===== src/rtl/dp_ram_b_arbiter.sv =====
// Two-requester arbiter for the shared read/write port B of the dual-port RAM, with a lock for requester 1.
// Define DP_RAM_ARB_ROUND_ROBIN_EN for round-robin arbitration; otherwise m0 has fixed priority over m1.
module dp_ram_b_arbiter #(
    parameter int ADDR_WIDTH = 8
) (
    input  logic                  clk_i,
    input  logic                  rst_ni,
    input  logic                  m0_req_i,
    output logic                  m0_gnt_o,
    input  logic [ADDR_WIDTH-1:0] m0_addr_i,
    input  logic                  m0_we_i,
    input  logic [3:0]            m0_be_i,
    input  logic [31:0]           m0_wdata_i,
    output logic                  m0_rvalid_o,
    output logic [31:0]           m0_rdata_o,
    input  logic                  m1_req_i,
    output logic                  m1_gnt_o,
    input  logic [ADDR_WIDTH-1:0] m1_addr_i,
    input  logic                  m1_we_i,
    input  logic [3:0]            m1_be_i,
    input  logic [31:0]           m1_wdata_i,
    output logic                  m1_rvalid_o,
    output logic [31:0]           m1_rdata_o,
    input  logic                  m1_lock_i,
    output logic                  m1_locked_o,
    output logic                  ram_en_o,
    output logic [ADDR_WIDTH-1:0] ram_addr_o,
    output logic                  ram_we_o,
    output logic [3:0]            ram_be_o,
    output logic [31:0]           ram_wdata_o,
    input  logic [31:0]           ram_rdata_i
);

    localparam logic [0:0] UNLOCKED = 1'b0;
    localparam logic [0:0] LOCKED   = 1'b1;

    logic [1:0]            req;
    logic [1:0]            gnt;
    logic [1:0]            rvalid;
    logic [ADDR_WIDTH-1:0] addr  [2];
    logic                  we    [2];
    logic [3:0]            be    [2];
    logic [31:0]           wdata [2];
    logic [31:0]           rdata [2];

    logic [0:0] lock_state_reg;
    logic [0:0] lock_state_next;
    logic       resp_valid_reg;
    logic       resp_owner_reg;
    logic       resp_we_reg;

    assign req      = {m1_req_i, m0_req_i};
    assign addr[0]  = m0_addr_i;
    assign addr[1]  = m1_addr_i;
    assign we[0]    = m0_we_i;
    assign we[1]    = m1_we_i;
    assign be[0]    = m0_be_i;
    assign be[1]    = m1_be_i;
    assign wdata[0] = m0_wdata_i;
    assign wdata[1] = m1_wdata_i;

`ifdef DP_RAM_ARB_ROUND_ROBIN_EN
    // prio_reg names the requester that wins the next contention cycle
    logic prio_reg;
    logic prio_next;

    always_comb begin
        prio_next = prio_reg;
        if (gnt[0]) begin
            prio_next = 1'b1;
        end else if (gnt[1]) begin
            prio_next = 1'b0;
        end
    end

    always_ff @(posedge clk_i) begin
        if (!rst_ni) begin
            prio_reg <= 1'b0;
        end else begin
            prio_reg <= prio_next;
        end
    end
`endif

    always_comb begin
        gnt = 2'b00;
        if (rst_ni) begin
            if (lock_state_reg == LOCKED) begin
                gnt[1] = req[1];
            end else begin
`ifdef DP_RAM_ARB_ROUND_ROBIN_EN
                if (&req) begin
                    gnt[0] = ~prio_reg;
                    gnt[1] = prio_reg;
                end else begin
                    gnt = req;
                end
`else
                gnt[0] = req[0];
                gnt[1] = req[1] & ~req[0];
`endif
            end
        end
    end

    always_comb begin
        ram_en_o    = 1'b0;
        ram_addr_o  = '0;
        ram_we_o    = 1'b0;
        ram_be_o    = 4'b0000;
        ram_wdata_o = 32'd0;
        if (|gnt) begin
            ram_en_o    = 1'b1;
            ram_addr_o  = addr[gnt[1]];
            ram_we_o    = we[gnt[1]];
            ram_be_o    = be[gnt[1]];
            ram_wdata_o = wdata[gnt[1]];
        end
    end

    always_comb begin
        lock_state_next = lock_state_reg;
        case (lock_state_reg)
            UNLOCKED: if (m1_lock_i && gnt[1]) lock_state_next = LOCKED;
            LOCKED:   if (!m1_lock_i) lock_state_next = UNLOCKED;
            default:  lock_state_next = UNLOCKED;
        endcase
    end

    // The response register is independent of the lock, so an issued response is always delivered
    always_ff @(posedge clk_i) begin
        if (!rst_ni) begin
            lock_state_reg <= UNLOCKED;
            resp_valid_reg <= 1'b0;
            resp_owner_reg <= 1'b0;
            resp_we_reg    <= 1'b0;
        end else begin
            lock_state_reg <= lock_state_next;
            resp_valid_reg <= |gnt;
            resp_owner_reg <= gnt[1];
            resp_we_reg    <= ram_we_o;
        end
    end

    genvar gi;
    generate
        for (gi = 0; gi < 2; gi++) begin : g_resp
            assign rvalid[gi] = resp_valid_reg && (resp_owner_reg == 1'(gi));
            assign rdata[gi]  = (rvalid[gi] && !resp_we_reg) ? ram_rdata_i : 32'd0;
        end
    endgenerate

    assign m0_gnt_o    = gnt[0];
    assign m1_gnt_o    = gnt[1];
    assign m0_rvalid_o = rvalid[0];
    assign m1_rvalid_o = rvalid[1];
    assign m0_rdata_o  = rdata[0];
    assign m1_rdata_o  = rdata[1];
    assign m1_locked_o = (lock_state_reg == LOCKED);

endmodule


===== config.mk =====
export PLATFORM = sky130hd
export DESIGN_NAME = dp_ram_b_arbiter
export DESIGN_NICKNAME = d
export VERILOG_FILES = /design/src/rtl/dp_ram_b_arbiter.sv
export SDC_FILE = /design/constraint.sdc
export NUM_CORES = 1
export LEC_CHECK = 0
export ABC_AREA = 1
export BUFFER_PORTS_ARGS = -buffer_cell sky130_fd_sc_hd__buf_2
export CAP_MARGIN = 20
export CORE_AREA = 4 4 92 94
export DETAILED_ROUTE_END_ITERATION = 12
export DIE_AREA = 0 0 96 98
export GPL_ROUTABILITY_DRIVEN = 0
export HOLD_SLACK_MARGIN = 0.05
export PLACE_DENSITY = 0.56
export REMOVE_ABC_BUFFERS = 1
export SLEW_MARGIN = 0
export SYNTH_ARGS = -nofsm -noshare
export SYNTH_HDL_FRONTEND = slang
export SYNTH_SLANG_ARGS = --single-unit

===== constraint.sdc =====
create_clock -name clk_i -period 1.2 [get_ports clk_i]
set_input_delay 0.12 -clock clk_i [delete_from_list [all_inputs] [get_ports clk_i]]
set_output_delay 0.12 -clock clk_i [all_outputs]
set_load 0.03 [all_outputs]

==> metrics.md, run 1 <==
| Metric | Value |
|---|---|
| Cell family with most CP delay | `buffers and inverters` |
| Routed len/inst | `15.6 um` |
| Max-Cap Viols | `0` |
| Starting Density | `19.9%` |
| Startpoint Class | `register` |
| #FFs+latches synth | `4` |
| FILL cells | `690` |
| Crit path depth | `7` |
| Area Growth Syn to Fin | `194%` |
| Die ar. | `9410 sq um` |
| H-Tree Depth | `1` |
| Outcome | `finished with violations` |
| CTS tree | `built` |
| Worst-case reg-to-reg path depth | `8` |
| Critical path's most frequent cell | `nor2_1` |
| Final HPWL DP | `6630 um` |
| 1st-iter DRT viols | `94` |
| Largest net degree at the start of global routing | `25` |
| Biggest area consumer among synthesized cells | `nor2_1` |
| RSZ-0062 raised after global routing | `yes` |
| CP max stage delay | `0.34 ns` |
| Top cell type's share of synthesized area | `37.9%` |
| Setup ws final | `-0.318 ns` |
| Largest cells by area after synthesis | `nor2_1, nand2_1, inv_1, dfxtp_1, buf_6` |
| Die Span Y | `about 98 um` |
| Non-filler instance count after layout | `about 740` |
| Final period util | `126%` |
| Gr usage total | `between 20% and 30%` |
| Clock buffer depth | `2` |
| Total CTS buffers | `3` |
| Die width | `96 um` |
| Reg2reg setup slack | `-0.02 ns` |
| CP max FO | `6` |
| Relative slew margins | `between 80% and 90%` |
| Tmin final | `1.52 ns` |
| Count leader, synth | `nor2_1` |
| Reg2reg end | `resp_we_reg$_SDFF_PN0_` |
| Worst slack at placement | `-0.117 ns` |
| Avg Vias per Cell | `between 4 and 5` |
| Final Util | `58.5%` |
| FP Rows | `32` |
| Ys flop type | `dfxtp_1` |
| Hold Crit Class | `primary input to register` |
| Post-synth EDFFs | `0` |
| First-pass GRT wire length | `16000 um` |
| Maximum VDD drop | `0.276 mV` |
| Worst r2r src | `m1_locked_o$_SDFF_PN0_` |
| Mapped Cells | `370` |
| CTS sink count | `4` |
| Arrival @ worst endpoint | `1.40 ns` |
| Final nets | `761` |
| Sequential fraction of the synthesis area | `5.25%` |
| DRT Wirelength | `11400 um` |
| Number of antenna violations at the first check in global routing | `2` |
| Layout cell share with drive strength beyond 1 | `between 50% and 60%` |
| Actual slew at the worst max-slew pin | `0.216 ns` |
| Lkg Pwr | `2.65 nW` |
| First drt pass iteration count | `4` |
| DRC Markers | `0` |
| Vias | `3180` |
| Setup crit start | `m1_locked_o$_SDFF_PN0_` |
| CORE AREA | `7650 sq um` |
| Final antenna-violating net count | `0` |
| Number of distinct library cells after synthesis | `13` |
| CP Buf/Inv Count | `3` |
| Fmax | `659 MHz` |
| P per Cell Area | `~560 nW/um^2` |
| Port bufs | `roughly 240` |
| Avg Cell Area, Syn | `4.12 sq um` |
| CP required | `roughly 1.1 ns` |
| GRT Residual Overflow | `0` |
| Synth warn | `0` |
| Max-slew violations | `0` |
| Placed cell count | `just over 700` |
| Slowest CP cell | `dfxtp_4` |
| Cell Area, Synth | `1520 sq um` |
| Failing checks | `negative setup slack` |
| Reg clk slew, reported paths | `around 0.03 ns` |
| Post-Route Skew | `0.000121 ns` |
| Worst setup EP type | `output pin` |
| Hold Vio Cnt, Final | `0` |
| Io pins | `242` |
| Clk_lat worst skew | `0.21 ns` |
| Ys async rst share | `0%` |
| Vias in the first global route | `3228` |
| Most common library cells after synthesis | `nor2_1, nand2_1, inv_1` |
| Setup violators final | `112` |
| Worst path cell trace | `inv_4 > nand2_2 > nand2_8 > buf_6 > nor2_1 > nor2_1 > buf_4` |
| Setup crit end | `ram_wdata_o[27]` |
| CP Class | `register to output pin` |
| Clock root buffer | `clkbuf_8` |
## layer usage
| layer | global-route usage [%] | vias up | share of wire, % |
|---|---|---|---|
| met3 | 7.01 | 22 | 11 |
| met5 | 0 | - | 0.11 |
| met1 | 22.0 | 1410 | 34 |
| met4 | 8.21 | 2 | 1.8 |
| li1 | - | 1538 | - |
| met2 | 39.9 | 208 | 53 |
## worst register-to-register path, stage by stage, from the launching register on
cell,delay [ns]
dfxtp_4,0.34
buf_6,0.12
nor2_4,0.11
buf_12,0.13
buf_12,0.13
nand2_1,0.06
nand2_2,0.08
buf_4,0.10
nor2_1,0.03
## where the power goes
group | switching [mW] | leakage [nW] | internal, mW
clock | 0.0704 | 0.0216 | 0.214
combinational | 1.21 | 2.59 | 0.860
sequential | 0.00583 | 0.0347 | 0.140
## cell usage in the layout, fill, tap and decap left out, types with 2 or more instances in the layout
cell | Yosys | final
buf_6 | 4 | 77
nand2_1 | 101 | 93
clkbuf_8 | 0 | 3
inv_1 | 87 | 84
inv_2 | 1 | 3
buf_12 | 0 | 14
clkbuf_16 | 0 | 4
dfxtp_4 | 0 | 2
nor2_1 | 154 | 85
nor2_2 | 0 | 2
buf_2 | 5 | 128
nor2_4 | 1 | 68
buf_4 | 4 | 53
nand2_4 | 0 | 3
nand2_2 | 1 | 5
## stage by stage
step                      cell area, sq um  TNS, ns  power [mW]  hold slack, ns
final                                 4480   -22.51        2.51           0.171
after global routing                  4480   -29.52        2.66           0.204
after CTS                             4490   -25.73        2.51           0.175
after detailed placement              2950    -3.65        1.58           0.402
after global placement                2950    -2.00        1.58           0.391
after floorplan                       1400   -82.01       0.980           0.266
## worst min path at each step
stage / startpoint / endpoint / slack [ns] / cells after the start
4_1_cts: m1_lock_i / m1_locked_o$_SDFF_PN0_ / 0.17 / 5
3_5_place_dp: m1_lock_i / m1_locked_o$_SDFF_PN0_ / 0.40 / 5
3_3_place_gp: m1_lock_i / m1_locked_o$_SDFF_PN0_ / 0.39 / 5
2_1_floorplan: m1_we_i / resp_we_reg$_SDFF_PN0_ / 0.27 / 2
5_1_grt: m1_lock_i / m1_locked_o$_SDFF_PN0_ / 0.20 / 5
6_report: m1_lock_i / m1_locked_o$_SDFF_PN0_ / 0.17 / 5
## what timing repair did
item / CTS / global route
setup buffers: 14 / 7
resized for setup: 344 / 26
gates cloned: 8 / 6
hold buffers: 0 / 0
pin swaps: 6 / 17
endpoints found under the setup margin: 112 / 114
## area by class of cell
| cell class | instances | area [sq um] | area share [%] |
|---|---|---|---|
| Timing Repair Buffer | 278 | 2330 | 52.0 |
| Multi-Input combinational cell | 259 | 1560 | 34.7 |
| Inverter | 88 | 333 | 7.43 |
| Tap cell | 102 | 128 | 2.85 |
| Sequential cell | 4 | 88.8 | 1.98 |
| Clock buffer | 3 | 41.3 | 0.922 |
| Antenna cell | 1 | 2.50 | 0.0559 |
## cells by family after synthesis
kind of cell	Yosys count	share of synthesized area, %
AND/OR/NAND/NOR	259	65.0
flip-flops	4	5.25
buffers and inverters	107	29.7
Power figures use the tool's default switching activity.
==> inputs of run 2 (changes only) <==
--- a/config.mk
+++ b/config.mk
@@ -14,6 +14,7 @@
 export GPL_ROUTABILITY_DRIVEN = 0
 export HOLD_SLACK_MARGIN = 0.05
 export PLACE_DENSITY = 0.56
+export RECOVER_POWER = 25
 export REMOVE_ABC_BUFFERS = 1
 export SLEW_MARGIN = 0
 export SYNTH_ARGS = -nofsm -noshare
==> metrics.md, run 2 (same netlist as run 1, synthesis figures left out) <==
| Metric | Value |
|---|---|
| Outcome | `finished with violations (unchanged)` |
| Failing checks | `negative setup slack (unchanged)` |
| First-pass GRT wire length | `16000 um (unchanged)` |
| Final period util | `126% (about the same)` |
| FILL cells | `692 (was 690)` |
| Clk_lat worst skew | `0.21 ns (about the same)` |
| Die ar. | `9410 sq um (unchanged)` |
| Worst path cell trace | `inv_4 > nand2_2 > nand2_8 > buf_6 > nor2_1 > nor2_1 > buf_4 (unchanged)` |
| Relative slew margins | `85.6% (about the same)` |
| Most frequent cells in the layout | `buf_2, nand2_1, nor2_1 (unchanged)` |
| Vias in the first global route | `3228 (unchanged)` |
| Fmax | `659 MHz (about the same)` |
| Startpoint Class | `register (unchanged)` |
| Vias | `3178 (was 3180)` |
| WHS Path Cells | `5 (unchanged)` |
| GRT Residual Overflow | `0 (unchanged)` |
| FP Rows | `32 (unchanged)` |
| Largest net degree at the start of global routing | `25 (unchanged)` |
| Layout cell share with drive strength beyond 1 | `58.2% (was 58.4%)` |
| CORE AREA | `7650 sq um (unchanged)` |
| Routed len/inst | `15.5 um (was 15.6 um)` |
| Slowest CP cell | `dfxtp_4 (unchanged)` |
| Int Power | `1.21 mW (about the same)` |
| Final HPWL DP | `6630 um (unchanged)` |
| Hold Crit Class | `primary input to register (unchanged)` |
| Placed cell count | `711 (unchanged)` |
| CTS sink count | `4 (unchanged)` |
| # hold bufs at CTS | `0 (unchanged)` |
| Area Growth Syn to Fin | `194% (about the same)` |
| Min-Delay Endpoint | `m1_locked_o$_SDFF_PN0_ (unchanged)` |
| RSZ-0062 raised after global routing | `yes (unchanged)` |
| Avg Vias per Cell | `4.32 (was 4.33)` |
| Max-Cap Viols | `0 (unchanged)` |
| Starting Density | `19.9% (unchanged)` |
| CP required | `1.08 ns (about the same)` |
| Setup ws final | `-0.318 ns (about the same)` |
| Non-filler instance count after layout | `735 (unchanged)` |
| Die width | `96 um (unchanged)` |
| Critical path's most frequent cell | `nor2_1 (unchanged)` |
| Reg clk slew, reported paths | `0.03 ns (about the same)` |
| CTS tree | `built (unchanged)` |
| Final antenna-violating net count | `0 (unchanged)` |
| Setup crit start | `m1_locked_o$_SDFF_PN0_ (unchanged)` |
| Hold Crit Start | `m1_lock_i (unchanged)` |
| Reg2reg end | `resp_we_reg$_SDFF_PN0_ (unchanged)` |
| Switch share | `51.6% (was 51.5%)` |
| Max-slew violations | `0 (unchanged)` |
| Final nets | `761 (unchanged)` |
| P per Cell Area | `560 nW/um^2 (about the same)` |
| Reg2reg setup slack | `-0.02 ns (about the same)` |
| Arrival @ worst endpoint | `1.40 ns (about the same)` |
| Combinational power share | `82.8% (about the same)` |
| Setup TNS | `-22.53 ns (was -22.51 ns)` |
| Setup violators final | `112 (unchanged)` |
| Clock root buffer | `clkbuf_8 (unchanged)` |
| 1st-iter DRT viols | `92 (was 94)` |
| Worst r2r src | `m1_locked_o$_SDFF_PN0_ (unchanged)` |
| Clk pwr share | `11.4% (about the same)` |
| Io pins | `242 (unchanged)` |
| Worst setup EP type | `output pin (unchanged)` |
| CP max FO | `6 (unchanged)` |
| Clock buffer depth | `2 (unchanged)` |
| Number of antenna violations at the first check in global routing | `2 (unchanged)` |
| DRT Wirelength | `11400 um (about the same)` |
| DRC Markers | `0 (unchanged)` |
| Tmin final | `1.52 ns (about the same)` |
| Total CTS buffers | `3 (unchanged)` |
| Die Span Y | `98 um (unchanged)` |
| CP Class | `register to output pin (unchanged)` |
| Port bufs | `241 (unchanged)` |
| First drt pass iteration count | `4 (unchanged)` |
| H-Tree Depth | `1 (unchanged)` |
| Hold Vio Cnt, Final | `0 (unchanged)` |
| Worst-case reg-to-reg path depth | `8 (unchanged)` |
| Net switching power | `1.29 mW (about the same)` |
| Gr usage total | `21.6% (unchanged)` |
| Post-Route Skew | `0.0000555 ns (was 0.000121 ns)` |
| CP max stage delay | `0.34 ns (about the same)` |
| Sequential Power Share | `5.8% (about the same)` |
| Actual slew at the worst max-slew pin | `0.216 ns (about the same)` |
| Commonest non-fill, non-tap cell in the layout | `buf_2 (unchanged)` |
| Maximum VDD drop | `0.276 mV (about the same)` |
| Lkg Pwr | `2.64 nW (was 2.65 nW)` |
-- run 2: power by group through the flow --
stage          combinational, mW  clock [mW]  sequential [mW]
2_1_floorplan              0.831           0            0.149
3_3_place_gp                1.43           0            0.147
3_5_place_dp                1.43           0            0.147
4_1_cts                     2.07       0.294            0.148
5_1_grt                     2.20       0.307            0.147
6_report                    2.07       0.285            0.146
-- run 2: timing repair --
item,CTS,global route
buffers inserted,14,7
endpoints found under the setup margin,112,114
pin swaps,6,17
gates resized for setup,344,26
gates cloned,8,6
-- run 2: worst max-delay path by stage --
stage / endpoint / slack, ns / cells after the start
after CTS: ram_wdata_o[28] / -0.30 / 7
after global routing: ram_wdata_o[24] / -0.37 / 8
after global placement: ram_wdata_o[28] / -0.09 / 7
after detailed placement: ram_we_o / -0.12 / 7
final: ram_wdata_o[27] / -0.32 / 7
after floorplan: m0_rdata_o[0] / -0.86 / 4
-- run 2: critical path, delay by kind of cell, from the launching register on --
kind	cells	cell delay [ns]
DFF	1	0.34
buffers and inverters	3	0.42
and+or+nand+nor	4	0.42
-- run 2: final cells by class --
| class | count | area (sq um) | area share (%) |
|---|---|---|---|
| inverter | 88 | 333 | 7.44 |
| timing repair buffer | 278 | 2320 | 52.0 |
| sequential | 4 | 88.8 | 1.99 |
| multi-input combinational | 259 | 1560 | 34.8 |
| antenna | 1 | 2.50 | 0.0559 |
| tap | 102 | 128 | 2.85 |
| clock buffer | 3 | 41.3 | 0.923 |
-- run 2: per-layer routing --
metal  GRT usage [%]  wire length, um  up-vias
met5               0               13        -
met4            8.21              212        2
met3            7.01             1300       22
met2            39.9             6020      216
met1            22.0             3880     1399
li1                -                -     1539
-- run 2: stage by stage --
step           util, %  hold WS [ns]  power [mW]  instance area [sq um]  setup slack (ns)
2_1_floorplan        -         0.266       0.980                   1400            -0.862
6_report          58.5         0.171        2.50                   4470            -0.318
3_3_place_gp      38.6         0.391        1.58                   2950           -0.0932
3_5_place_dp      38.6         0.402        1.58                   2950            -0.117
4_1_cts           58.7         0.175        2.51                   4490            -0.302
5_1_grt           58.5         0.204        2.66                   4470            -0.366
==> inputs of run 3 (changes only) <==
--- a/config.mk
+++ b/config.mk
@@ -16,6 +16,7 @@
 export PLACE_DENSITY = 0.56
 export RECOVER_POWER = 25
 export REMOVE_ABC_BUFFERS = 1
+export SETUP_SLACK_MARGIN = 0.15
 export SLEW_MARGIN = 0
 export SYNTH_ARGS = -nofsm -noshare
 export SYNTH_HDL_FRONTEND = slang
==> metrics.md, run 3 (same netlist as run 1, synthesis figures left out) <==
| Metric | Value |
|---|---|
| Die ar. | `9410 sq um (unchanged)` |
| Setup violators final | `113 (was 112)` |
| Final Cell Area | `5060 sq um (was 4470 sq um)` |
| Final period util | `127% (was 126%)` |
| Reg clk slew, reported paths | `0.03 ns (about the same)` |
| Post-Route Skew | `0.00353 ns (was 0.0000555 ns)` |
| GRT Residual Overflow | `0 (unchanged)` |
| Post-route total power | `2.83 mW (was 2.50 mW)` |
| Hold Vio Cnt, Final | `0 (unchanged)` |
| DRT Wirelength | `11700 um (was 11400 um)` |
| FP Rows | `32 (unchanged)` |
| Largest net degree at the start of global routing | `25 (unchanged)` |
| DRC Markers | `0 (unchanged)` |
| Gr usage total | `21.6% (about the same)` |
| Worst setup EP type | `output pin (unchanged)` |
| Maximum VDD drop | `0.299 mV (was 0.276 mV)` |
| Commonest non-fill, non-tap cell in the layout | `buf_2 (unchanged)` |
| Failing checks | `negative setup slack (unchanged)` |
| First-pass GRT wire length | `16000 um (about the same)` |
| Die Span Y | `98 um (unchanged)` |
| Relative slew margins | `85.3% (was 85.6%)` |
| Actual slew at the worst max-slew pin | `0.220 ns (was 0.216 ns)` |
| Hold Crit Class | `primary input to register (unchanged)` |
| Die width | `96 um (unchanged)` |
| 1st-iter DRT viols | `82 (was 92)` |
| RSZ-0062 raised after global routing | `yes (unchanged)` |
| Setup ws final | `-0.326 ns (was -0.318 ns)` |
| H-Tree Depth | `1 (unchanged)` |
| Routed len/inst | `15.6 um (was 15.5 um)` |
| CTS sink count | `4 (unchanged)` |
| CP max FO | `6 (unchanged)` |
| CP required | `1.08 ns (about the same)` |
| CP Class | `register to output pin (unchanged)` |
| Max-Cap Viols | `0 (unchanged)` |
| Clock buffer depth | `2 (unchanged)` |
| Area after DPL | `2950 sq um (unchanged)` |
| Layout cell share with drive strength beyond 1 | `66.8% (was 58.2%)` |
| Placed cell count | `711 (unchanged)` |
| Setup TNS | `-29.22 ns (was -22.53 ns)` |
| Final HPWL DP | `6630 um (unchanged)` |
| Area Growth Syn to Fin | `232% (was 194%)` |
| CTS tree | `built (unchanged)` |
| Vias | `3278 (was 3178)` |
| Diode count | `0 (was 1)` |
| Non-filler instance count after layout | `749 (was 735)` |
| Startpoint Class | `register (unchanged)` |
| Clock root buffer | `clkbuf_8 (unchanged)` |
| First drt pass iteration count | `4 (unchanged)` |
| Outcome | `finished with violations (unchanged)` |
| Fmax | `656 MHz (was 659 MHz)` |
| Final nets | `776 (was 761)` |
| Most frequent cells in the layout | `buf_2, buf_6, inv_1 (was buf_2, nand2_1, nor2_1)` |
| CORE AREA | `7650 sq um (unchanged)` |
| Avg Vias per Cell | `4.38 (was 4.32)` |
| P per Cell Area | `560 nW/um^2 (about the same)` |
| Number of antenna violations at the first check in global routing | `0 (was 2)` |
| Starting Density | `19.9% (unchanged)` |
| Lkg Pwr | `2.88 nW (was 2.64 nW)` |
| Total CTS buffers | `3 (unchanged)` |
| Io pins | `242 (unchanged)` |
| Final antenna-violating net count | `0 (unchanged)` |
| Hold WS | `0.170 ns (was 0.171 ns)` |
| Max-slew violations | `0 (unchanged)` |
| Port bufs | `241 (unchanged)` |
| Tmin final | `1.53 ns (was 1.52 ns)` |
| Clk_lat worst skew | `0.22 ns (was 0.21 ns)` |
| Arrival @ worst endpoint | `1.41 ns (was 1.40 ns)` |
| Vias in the first global route | `3234 (was 3228)` |
## run 3: changes by cell type in the layout (fill, tap and decap cells not counted), sizes merged
cell | previous run | this run
clkbuf | 8 | 9
diode | 1 | 0
buf | 273 | 287
## run 3: worst paths after layout
kind                            endpoint                    from  slack [ns]  cells past startpoint
hold / removal    m1_locked_o$_SDFF_PN0_               m1_lock_i        0.17                      5
setup reg to reg  resp_we_reg$_SDFF_PN0_  m1_locked_o$_SDFF_PN0_           0                      8
setup / recovery           ram_addr_o[7]  m1_locked_o$_SDFF_PN0_       -0.33                      8
hold reg to reg   m1_locked_o$_SDFF_PN0_  m1_locked_o$_SDFF_PN0_        0.68                      5
## run 3: layout make-up
class / count / area, sq um
repair buffers: 293 / 2700
fillers: 627 / 2590
clock buffers: 3 / 41.3
well taps: 102 / 128
inverters: 88 / 333
flip-flops and latches: 4 / 86.3
multi-input cells: 259 / 1770
## run 3: per-stage QoR
| stage | setup slack [ns] | utilization [%] |
|---|---|---|
| finish | -0.326 | 66.1 |
| CTS | -0.302 | 59.0 |
| floorplan | -0.862 | - |
| global placement | -0.0932 | 38.6 |
| detailed placement | -0.117 | 38.6 |
| global route | -0.378 | 66.1 |
## run 3: routing by layer
layer	vias up	global-route usage, %	share of wire (%)	routed length, um
li1	1571	-	-	-
met1	1489	22.6	35	4050
met2	194	39.1	53	6210
met3	24	6.39	9.8	1150
met4	0	8.64	2.4	286
met5	-	0	0	0
## run 3: critical path, cell delays in order, from the launching register on
cell       delay (ns)
dfxtp_4          0.34
buf_6            0.12
nor2_4           0.09
buf_12           0.15
clkbuf_16        0.16
nand2_1          0.05
nand2_1          0.07
nor2_1           0.04
buf_4            0.16
## run 3: power by group
group          switching (mW)  internal (mW)  leakage, nW  total (mW)
clock network          0.0757          0.214       0.0216       0.290
registers             0.00716          0.142       0.0344       0.149
logic                    1.33           1.07         2.83        2.39
## run 3: timing repair
item / in CTS / in global routing
setup endpoints to repair: 115 / 116
gates resized for setup: 350 / 101
cloned: 8 / 7
setup buffers: 15 / 5
pin swaps: 6 / 22
hold buffers: 0 / 0
